**config.mk**
```make
export PLATFORM = sky130hd
export DESIGN_NAME = ifetch_queue
export DESIGN_NICKNAME = d
export VERILOG_FILES = /design/src/rtl/ifetch_queue.sv
export SDC_FILE = /design/constraint.sdc
export NUM_CORES = 1
export LEC_CHECK = 0
export CORE_MARGIN = 1.5
export CORE_UTILIZATION = 30
export DETAILED_ROUTE_END_ITERATION = 16
export PLACE_DENSITY = 0.44
export SLEW_MARGIN = 10
export SYNTH_ARGS = -nofsm -noshare
export SYNTH_HDL_FRONTEND = slang
export SYNTH_SLANG_ARGS = --single-unit
```
**constraint.sdc**
```tcl
create_clock -name CLK -period 6.9 [get_ports CLK]
set_input_delay 1.38 -clock CLK [delete_from_list [all_inputs] [get_ports CLK]]
set_output_delay 1.38 -clock CLK [all_outputs]
set_load 0.005 [all_outputs]
```
**src/rtl/ifetch_queue.sv**
```systemverilog
// ifetch_queue: 8-halfword queue turning I$ words into 16/32-bit decode instructions; IFETCH_QUEUE_BYPASS_EN adds an empty-queue bypass.
// Latency: ACK to IR_VALID one CE cycle (same cycle with the bypass when the queue is empty).
// Backpressure: one fetch in flight; no new fetch while more than 6 halfwords would remain queued.
module ifetch_queue (
  input  logic        CLK,
  input  logic        RES,
  input  logic        CE,
  input  logic        FLUSH,
  input  logic [30:0] FLUSH_PC,
  output logic        IC_REQ,
  output logic [29:0] IC_A,
  input  logic        IC_ACK,
  input  logic [31:0] IC_D,
  output logic        IR_VALID,
  output logic [31:0] IR,
  output logic [31:0] IR_PC,
  output logic        IR_LEN32,
  input  logic        ID_TAKE
);

  logic [15:0] q [8];
  logic [2:0]  rd_ptr;
  logic [3:0]  count;
  logic [31:0] ir_pc;
  logic [29:0] ic_a;
  logic [29:0] redir_a;
  logic        ic_req;
  logic        discard;
  logic        odd_first;

  logic        ack_any;
  logic        ack_ok;
  logic [15:0] a0, a1;
  logic [1:0]  n_avail;
  logic        byp;
  logic [15:0] h0, h1;
  logic [3:0]  cnt_eff;
  logic        len32;
  logic        ir_vld;
  logic        take;
  logic [1:0]  taken;
  logic [1:0]  pop;
  logic [1:0]  enq_n;
  logic [15:0] e0, e1;
  logic [2:0]  tail;
  logic [3:0]  count_after;
  logic        eligible;

  always_comb begin
    ack_any = CE && ic_req && IC_ACK;
    ack_ok  = ack_any && !discard && !FLUSH;
    // After an odd-halfword redirect only the upper halfword of the word is wanted.
    a0      = odd_first ? IC_D[31:16] : IC_D[15:0];
    a1      = IC_D[31:16];
    n_avail = odd_first ? 2'd1 : 2'd2;
`ifdef IFETCH_QUEUE_BYPASS_EN
    byp     = ack_ok && (count == 4'd0);
`else
    byp     = 1'b0;
`endif
    if (byp) begin
      h0      = a0;
      h1      = a1;
      cnt_eff = {2'b00, n_avail};
    end else begin
      h0      = q[rd_ptr];
      h1      = q[rd_ptr + 3'd1];
      cnt_eff = count;
    end
    len32  = (h0[15:10] >= 6'h28);
    ir_vld = (cnt_eff >= 4'd2) || ((cnt_eff == 4'd1) && !len32);
    take   = CE && ID_TAKE && ir_vld && !FLUSH;
    taken  = take ? (len32 ? 2'd2 : 2'd1) : 2'd0;
    pop    = byp ? 2'd0 : taken;

    enq_n = 2'd0;
    e0    = a0;
    e1    = a1;
    if (ack_ok) begin
      if (byp && take) begin
        // Halfwords consumed straight from IC_D never enter the queue.
        enq_n = n_avail - taken;
        e0    = a1;
      end else begin
        enq_n = n_avail;
      end
    end

    tail        = rd_ptr + count[2:0];
    count_after = count + {2'b00, enq_n} - {2'b00, pop};
    eligible    = (count_after <= 4'd6);
  end

  always_ff @(posedge CLK) begin
    if (RES) begin
      rd_ptr    <= 3'd0;
      count     <= 4'd0;
      ir_pc     <= 32'hFFFF_FFF0;
      ic_a      <= 30'h3FFF_FFFC;
      redir_a   <= 30'd0;
      ic_req    <= 1'b0;
      discard   <= 1'b0;
      odd_first <= 1'b0;
    end else if (CE) begin
      if (FLUSH) begin
        count     <= 4'd0;
        ir_pc     <= {FLUSH_PC, 1'b0};
        odd_first <= FLUSH_PC[0];
        if (ic_req && !IC_ACK) begin
          // The I$ cannot cancel a request: keep it up and drop its data later.
          discard <= 1'b1;
          redir_a <= FLUSH_PC[30:1];
        end else begin
          discard <= 1'b0;
          ic_a    <= FLUSH_PC[30:1];
          ic_req  <= 1'b1;
        end
      end else begin
        rd_ptr <= rd_ptr + {1'b0, pop};
        count  <= count_after;
        ir_pc  <= ir_pc + {29'd0, taken, 1'b0};
        if (ack_ok) begin
          odd_first <= 1'b0;
          ic_a      <= ic_a + 30'd1;
          ic_req    <= eligible;
        end else if (ack_any) begin
          discard <= 1'b0;
          ic_a    <= redir_a;
          ic_req  <= 1'b1;
        end else if (!ic_req) begin
          ic_req <= eligible;
        end
      end
    end
  end

  always_ff @(posedge CLK) begin
    if (!RES && ack_ok) begin
      if (enq_n != 2'd0) q[tail] <= e0;
      if (enq_n == 2'd2) q[tail + 3'd1] <= e1;
    end
  end

  assign IC_REQ   = ic_req;
  assign IC_A     = ic_a;
  assign IR_VALID = ir_vld;
  assign IR       = len32 ? {h1, h0} : {16'h0000, h0};
  assign IR_LEN32 = len32;
  assign IR_PC    = ir_pc;

endmodule

```
* Word level (Yosys, flattened, before mapping)
Memory sizes are Yosys's and may differ from the RTL's. A register that Yosys moved wholly into a read port is not among the register bits.
Cells that the tools add are included.
** Word-level totals
- Register bits :: 102
- Memory bits (writable) :: 128
- Output and inout bits :: 97
- Memories :: 1
** Cells by class
- Order comparisons :: 3
- Bitwise operators :: 1
- Mux-type cells :: 31
- Add/subtract/negate cells :: 8
- Reduce and logical (&&, ||, !) cells :: 26
- Equal/unequal tests :: 4
** Memories
- q :: words 8, bits a word 16, rd ports 2, clocked after memory_dff 1, write ports 2, RTL line 21 : logic [15:0] q [8];
** Operators with widths (count)
- 30-bit 2-to-1 mux :: 4
- 32-bit 2-to-1 mux :: 2
- 32-bit by 3-bit adder with 32-bit output :: 1
- 30-bit by 1-bit adder with 30-bit output (second input constant) :: 1
- 1-bit 2-to-1 mux :: 17
- 16-bit 2-to-1 mux :: 1
- 1-bit logical AND :: 10
- 3-bit AND reduction :: 3
- 2-bit 2-to-1 mux :: 4
- 3-bit by 1-bit adder with 3-bit output (second input constant) :: 2
- 6-bit greater-or-equal comparator (second input constant) :: 1
- 3-bit 2-to-1 mux :: 2
- 2-bit AND reduction :: 3
- 2-bit nonzero test :: 3
- 1-bit zero test :: 5
- 4-bit by 2-bit adder with 4-bit output :: 1
- 4-bit by 1-bit == test with 1-bit output (second input constant) :: 1
- 4-bit by 2-bit greater-or-equal comparator with 1-bit output (second input constant) :: 1
- 4-bit by 3-bit less-or-equal comparator with 1-bit output (second input constant) :: 1
- 4-bit 2-to-1 mux :: 1
- 2-bit inequality test (second input constant) :: 2
- 4-bit by 2-bit subtractor with 4-bit output :: 1
- 3-bit by 2-bit adder with 3-bit output :: 1
- 3-bit adder :: 1
- other kinds (4) :: 4

* Longest topological paths before layout
- Word-level depth :: 13
- Depth in mapped cells :: 17

* Worst setup path after synthesis
No wires, ideal clock.
- Path kind :: input-to-reg
- Start point :: input FLUSH
- End point :: register ir_pc[9], in the netlist IR_PC[9]
- Setup slack :: 2.389 ns
- Stages on the path :: 15
- Buffers on the path :: 4
- Data arrival time :: 4.389 ns
- Library setup time :: 0.122 ns
- Cell sequence :: clkbuf_1 > clkbuf_1 > nor2_1 > clkbuf_1 > o211ai_1 > nor2_1 > ha_1 > inv_1 > fa_1 > nand3b_1 > or2_2 > clkbuf_1 > o21ai_0 > nand2_1 > a221o_1
** On the way
- Longest elaborated chain between the ends :: 5
** Ends and longest elaborated chain
- from (decl) :: RTL line 8 : input logic FLUSH,
- 1-bit zero test :: RTL line 72 : take = CE && ID_TAKE && ir_vld && !FLUSH;
- 1-bit logical AND :: RTL line 72
- 2-bit 2-to-1 mux :: RTL line 73 : taken = take ? (len32 ? 2'd2 : 2'd1) : 2'd0;
- 32-bit by 3-bit adder with 32-bit output :: RTL line 121 : ir_pc <= ir_pc + {29'd0, taken, 1'b0};
- 32-bit 2-to-1 mux (*) :: RTL line 105 : if (FLUSH) begin
- to (signal assigned) :: RTL line 107 : ir_pc <= {FLUSH_PC, 1'b0};
- to (signal assigned) :: RTL line 121
- to (decl) :: RTL line 24 : logic [31:0] ir_pc;
Mark *: on every way between the ends. The rest lies on a longest branch, timed or not.
A chain may end at the register's enable or synchronous reset.

* Worst setup path in the final report
- Start point :: register rd_ptr[0]
- End point :: output IR[18]
** On the way
- Longest elaborated chain between the ends :: 3
** Ends and longest elaborated chain
- from (decl) :: RTL line 22 : logic [2:0] rd_ptr;
- from (signal assigned) :: RTL line 119 : rd_ptr <= rd_ptr + {1'b0, pop};
- 3-bit by 1-bit adder with 3-bit output :: RTL line 67 : h1 = q[rd_ptr + 3'd1];
- memory read 8 x 16 bit
- 32-bit 2-to-1 mux :: RTL line 147 : assign IR = len32 ? {h1, h0} : {16'h0000, h0};
- to (decl) :: RTL line 15 : output logic [31:0] IR,
Every way passes these cells.

==> impl_metrics.env <==
export IMPL_vias=11500
export IMPL_wirelength_um=46800
export IMPL_power_switching_mw=0.931
export IMPL_seq_power_share_pct=44.2
export IMPL_final_net_count=1557
export IMPL_hpwlAfterDp_um=30900
export IMPL_synth_seq_area_share_pct=44.4
export IMPL_route_detailed_drc=0
export IMPL_post_synthesis_cell_area_um2=13300
export IMPL_antenna_found_initial=3
export IMPL_floorplan_die_width_um=214
export IMPL_fin_skew_ns=0.0161
export IMPL_clock_group_share_of_total_power_pct=42.5
export IMPL_sw_frac_of_total_pct=26.4
export IMPL_post_synth_cell_area_avg_um2=9.82
export IMPL_grt_remaining_overflow=0
export IMPL_die_height_um=214
export IMPL_synth_async_sr_flop_share_pct=0
export IMPL_crit_path_start_kind="flop"
export IMPL_power_share_combinational_pct=13.3
export IMPL_post_route_period_util_pct=77.1
export IMPL_hold_class="flop to flop"
export IMPL_maxSlewHeadroom_pct=12.5
export IMPL_drt_pass1_iter_count=5
export IMPL_arrival_ns=3.94
export IMPL_route_detailed_vias_per_inst=5.50
export IMPL_finalHoldViolCount=0
export IMPL_max_clock_freq_ghz=0.188
export IMPL_period_needed_ns=5.32
export IMPL_vias_in_the_first_global_route=10800
export IMPL_finalInstanceArea_um2=16500
export IMPL_cp_end_kind="primary output"
export IMPL_ys_ff_latch=232
export IMPL_grt_total_usage_pct=20.1
export IMPL_tritoncts_num_sinks=232
export IMPL_finalSetupTns_ns=0
export IMPL_reg2reg_setup_slack_ns=2.52
export IMPL_synthesis_yosys_warnings=0
export IMPL_grt_pass1_wl_um=69200
export IMPL_synth_enable_flop_cells=128
export IMPL_power_ir_vdd_worst_mv=0.164
export IMPL_postLayoutSetupSlackWorst_ns=1.58
export IMPL_post_synth_inst_count=1358
export IMPL_cts_root_to_sink_buffers=3
export IMPL_tritoncts_num_buffers=29
export IMPL_ant_nets=0
export IMPL_row_count=77
export IMPL_number_of_violations_of_the_max_capacitance_limit=0
export IMPL_cell_internal_pwr_mw=2.60
export IMPL_power_density_nw_per_um2=214
export IMPL_slew_viol_final=0
export IMPL_p_leak_nw=5.59
export IMPL_final_layout_size_suffix_gt1_share_pct=13.1
export IMPL_clock_tree_root_cell="sky130_fd_sc_hd__clkbuf_16"
export IMPL_cts_tree="yes"
export IMPL_floorplan_initialDensity_pct=30.3
export IMPL_finalHoldWorstSlack_ns=0.455
export IMPL_crit_type="flop to primary output"
export IMPL_result_of_the_run="finished clean"
export IMPL_hold_buffers=0
export IMPL_critical_path_required_ns=5.52
export IMPL_crit_path_max_fanout=36
export IMPL_avgRoutedWirePerCell_um=22.4
export IMPL_gp_routability_congestion=0.798
export IMPL_io_buffers=164
export IMPL_setup_repair_after_global_routing_missed_its_margin="no"
export IMPL_yosys_most_used_dff="sky130_fd_sc_hd__edfxtp_1"
export IMPL_tightestPinTransition_ns=1.30
export IMPL_mappedNetlistNets=1444
export IMPL_cts_repair_resized=0
export IMPL_postPlaceCellArea_um2=15500
export IMPL_fp_dieArea_um2=45700
export IMPL_pre_cts_ws_ns=1.61
export IMPL_htree_num_levels=1
export IMPL_synth_cell_type_count=70
export IMPL_cts_reportedPaths_clkPinSlew_ns=0.06
export IMPL_worstSkewPairLatency_ns=0.55
export IMPL_setup_viol=0
export IMPL_num_io_pins=166
export IMPL_syn2layout_area_growth_pct=23.6
export IMPL_drt_iter0_markers=942
export IMPL_cts_repair_timing_setup_buffer_count=0
export IMPL_floorplan_core_area_um2=44000
export IMPL_grt_max_degree=71
metal layers:
layer / share of wire, % / GRT usage, % / vias to the layer above / wire length (µm)
met5: 0.056 / 0 / - / 26
met4: 2.4 / 4.98 / 4 / 1140
met3: 4.6 / 2.58 / 64 / 2170
met2: 49 / 34.7 / 327 / 22900
met1: 44 / 26.7 / 5719 / 20500
li1: - / - / 5353 / -
worst paths after layout:
path / from / endpoint / cells after the start
min: redir_a[15] / redir_a[15] / 2
max: rd_ptr[0] / IR[18] / 6
min reg2reg: redir_a[15] / redir_a[15] / 2
max reg2reg: flop / IR_PC[9] / 14
synth_stat cells (5+ instances only):
cell type	count	share of area (%)
sky130_fd_sc_hd__a211o_1	5	0.33
sky130_fd_sc_hd__dfxtp_1	104	16
sky130_fd_sc_hd__a221o_1	20	1.5
sky130_fd_sc_hd__ha_1	12	1.1
sky130_fd_sc_hd__mux2_2	15	1.3
sky130_fd_sc_hd__and3_1	9	0.42
sky130_fd_sc_hd__a2bb2oi_1	13	0.85
sky130_fd_sc_hd__or3_1	9	0.42
sky130_fd_sc_hd__inv_1	33	0.93
sky130_fd_sc_hd__nand4b_1	5	0.33
sky130_fd_sc_hd__edfxtp_1	128	29
sky130_fd_sc_hd__nand3b_1	5	0.28
sky130_fd_sc_hd__buf_1	26	0.73
sky130_fd_sc_hd__and4_1	7	0.46
sky130_fd_sc_hd__o21ai_0	45	1.7
sky130_fd_sc_hd__a221oi_1	13	0.85
sky130_fd_sc_hd__fa_1	5	0.75
sky130_fd_sc_hd__o311ai_0	6	0.39
sky130_fd_sc_hd__clkbuf_1	74	2.1
sky130_fd_sc_hd__o22ai_1	6	0.28
sky130_fd_sc_hd__buf_2	14	0.53
sky130_fd_sc_hd__or2_2	8	0.38
sky130_fd_sc_hd__xnor2_1	5	0.33
sky130_fd_sc_hd__a211oi_1	10	0.56
sky130_fd_sc_hd__mux2i_1	36	2.7
sky130_fd_sc_hd__a31oi_1	10	0.47
sky130_fd_sc_hd__nor3_1	20	0.75
sky130_fd_sc_hd__nor4_1	14	0.66
sky130_fd_sc_hd__o41ai_1	5	0.33
sky130_fd_sc_hd__nand3_1	29	1.1
sky130_fd_sc_hd__nand4_1	19	0.89
sky130_fd_sc_hd__nor2_1	184	5.2
sky130_fd_sc_hd__nand2_1	119	3.4
sky130_fd_sc_hd__nand2b_1	6	0.28
sky130_fd_sc_hd__xor2_1	6	0.39
sky130_fd_sc_hd__a21oi_1	202	7.6
sky130_fd_sc_hd__mux4_2	64	11
sky130_fd_sc_hd__a22oi_1	7	0.39
power groups by stage:
stage | combinational (mW) | sequential [mW] | clock (mW)
floorplan | 0.262 | 1.57 | 0
global placement | 0.470 | 1.59 | 0
detailed placement | 0.470 | 1.58 | 0
CTS | 0.473 | 1.56 | 1.52
global route | 0.512 | 1.56 | 1.58
finish | 0.469 | 1.56 | 1.50
registers in the layout, indices dropped and copies added (netlist names), named ones only:
signal and count:
IC_REQ 1, redir_a 30, discard 1, odd_first 1, q 128, IC_A 30, IR_PC 31, rd_ptr 3
cnt_eff 4
cell usage in the layout, fill, tap and decap left out, types with 11 or more instances in the layout:
| cell | netlist | routed |
|---|---|---|
| sky130_fd_sc_hd__nor4_1 | 14 | 14 |
| sky130_fd_sc_hd__edfxtp_1 | 128 | 128 |
| sky130_fd_sc_hd__inv_1 | 33 | 33 |
| sky130_fd_sc_hd__nor3_1 | 20 | 20 |
| sky130_fd_sc_hd__o21ai_0 | 45 | 37 |
| sky130_fd_sc_hd__mux2_2 | 15 | 15 |
| sky130_fd_sc_hd__nand4_1 | 19 | 19 |
| sky130_fd_sc_hd__a221oi_1 | 13 | 13 |
| sky130_fd_sc_hd__mux4_2 | 64 | 64 |
| sky130_fd_sc_hd__nand3_1 | 29 | 29 |
| sky130_fd_sc_hd__nor2_1 | 184 | 184 |
| sky130_fd_sc_hd__a2bb2oi_1 | 13 | 13 |
| sky130_fd_sc_hd__ha_1 | 12 | 11 |
| sky130_fd_sc_hd__clkbuf_16 | 0 | 29 |
| sky130_fd_sc_hd__mux2i_1 | 36 | 36 |
| sky130_fd_sc_hd__dfxtp_1 | 104 | 101 |
| sky130_fd_sc_hd__a221o_1 | 20 | 20 |
| sky130_fd_sc_hd__clkdlybuf4s50_1 | 0 | 162 |
| sky130_fd_sc_hd__nand2_1 | 119 | 119 |
| sky130_fd_sc_hd__a21oi_1 | 202 | 202 |
| sky130_fd_sc_hd__buf_4 | 1 | 33 |
layout make-up:
type / count / area, µm²
Clock buffer: 37 / 786
Antenna cell: 1 / 2.50
Timing Repair Buffer: 197 / 1880
Sequential cell: 232 / 5930
Multi-Input combinational cell: 978 / 6880
Fill cell: 4412 / 27600
Tap cell: 592 / 741
Inverter: 33 / 124
Clock inverter: 16 / 139
cell families (layout without fill, tap and decap cells):
logic type / after synthesis / in the layout / share of synthesized area [%]
AND/OR/NAND/NOR: 450 / 450 / 15.6
AO/OA/AOI/OAI: 382 / 382 / 17.9
flip-flops: 232 / 232 / 44.4
buffers and inverters: 148 / 283 / 4.33
multiplexers: 115 / 115 / 14.8
adder cells (fa/ha/maj): 17 / 17 / 1.88
XOR/XNOR: 13 / 13 / 1.02
other: 1 / 2 / 0.0281
critical path: stages (launching register included):
cell	delay, ns
sky130_fd_sc_hd__dfxtp_2	0.31
sky130_fd_sc_hd__buf_4	0.55
sky130_fd_sc_hd__ha_2	1.12
sky130_fd_sc_hd__mux4_2	0.61
sky130_fd_sc_hd__mux2i_1	0.26
sky130_fd_sc_hd__nor2_1	0.07
sky130_fd_sc_hd__clkdlybuf4s50_1	0.45
per-stage QoR:
step	power (mW)	cells	utilization, %
2_1_floorplan	1.83	1358	-
3_3_place_gp	2.06	2032	35.3
3_5_place_dp	2.05	2032	35.3
4_1_cts	3.55	2085	37.4
5_1_grt	3.65	2085	37.4
6_report	3.53	2086	37.4
Note: power is estimated with default switching activity, not from simulation.
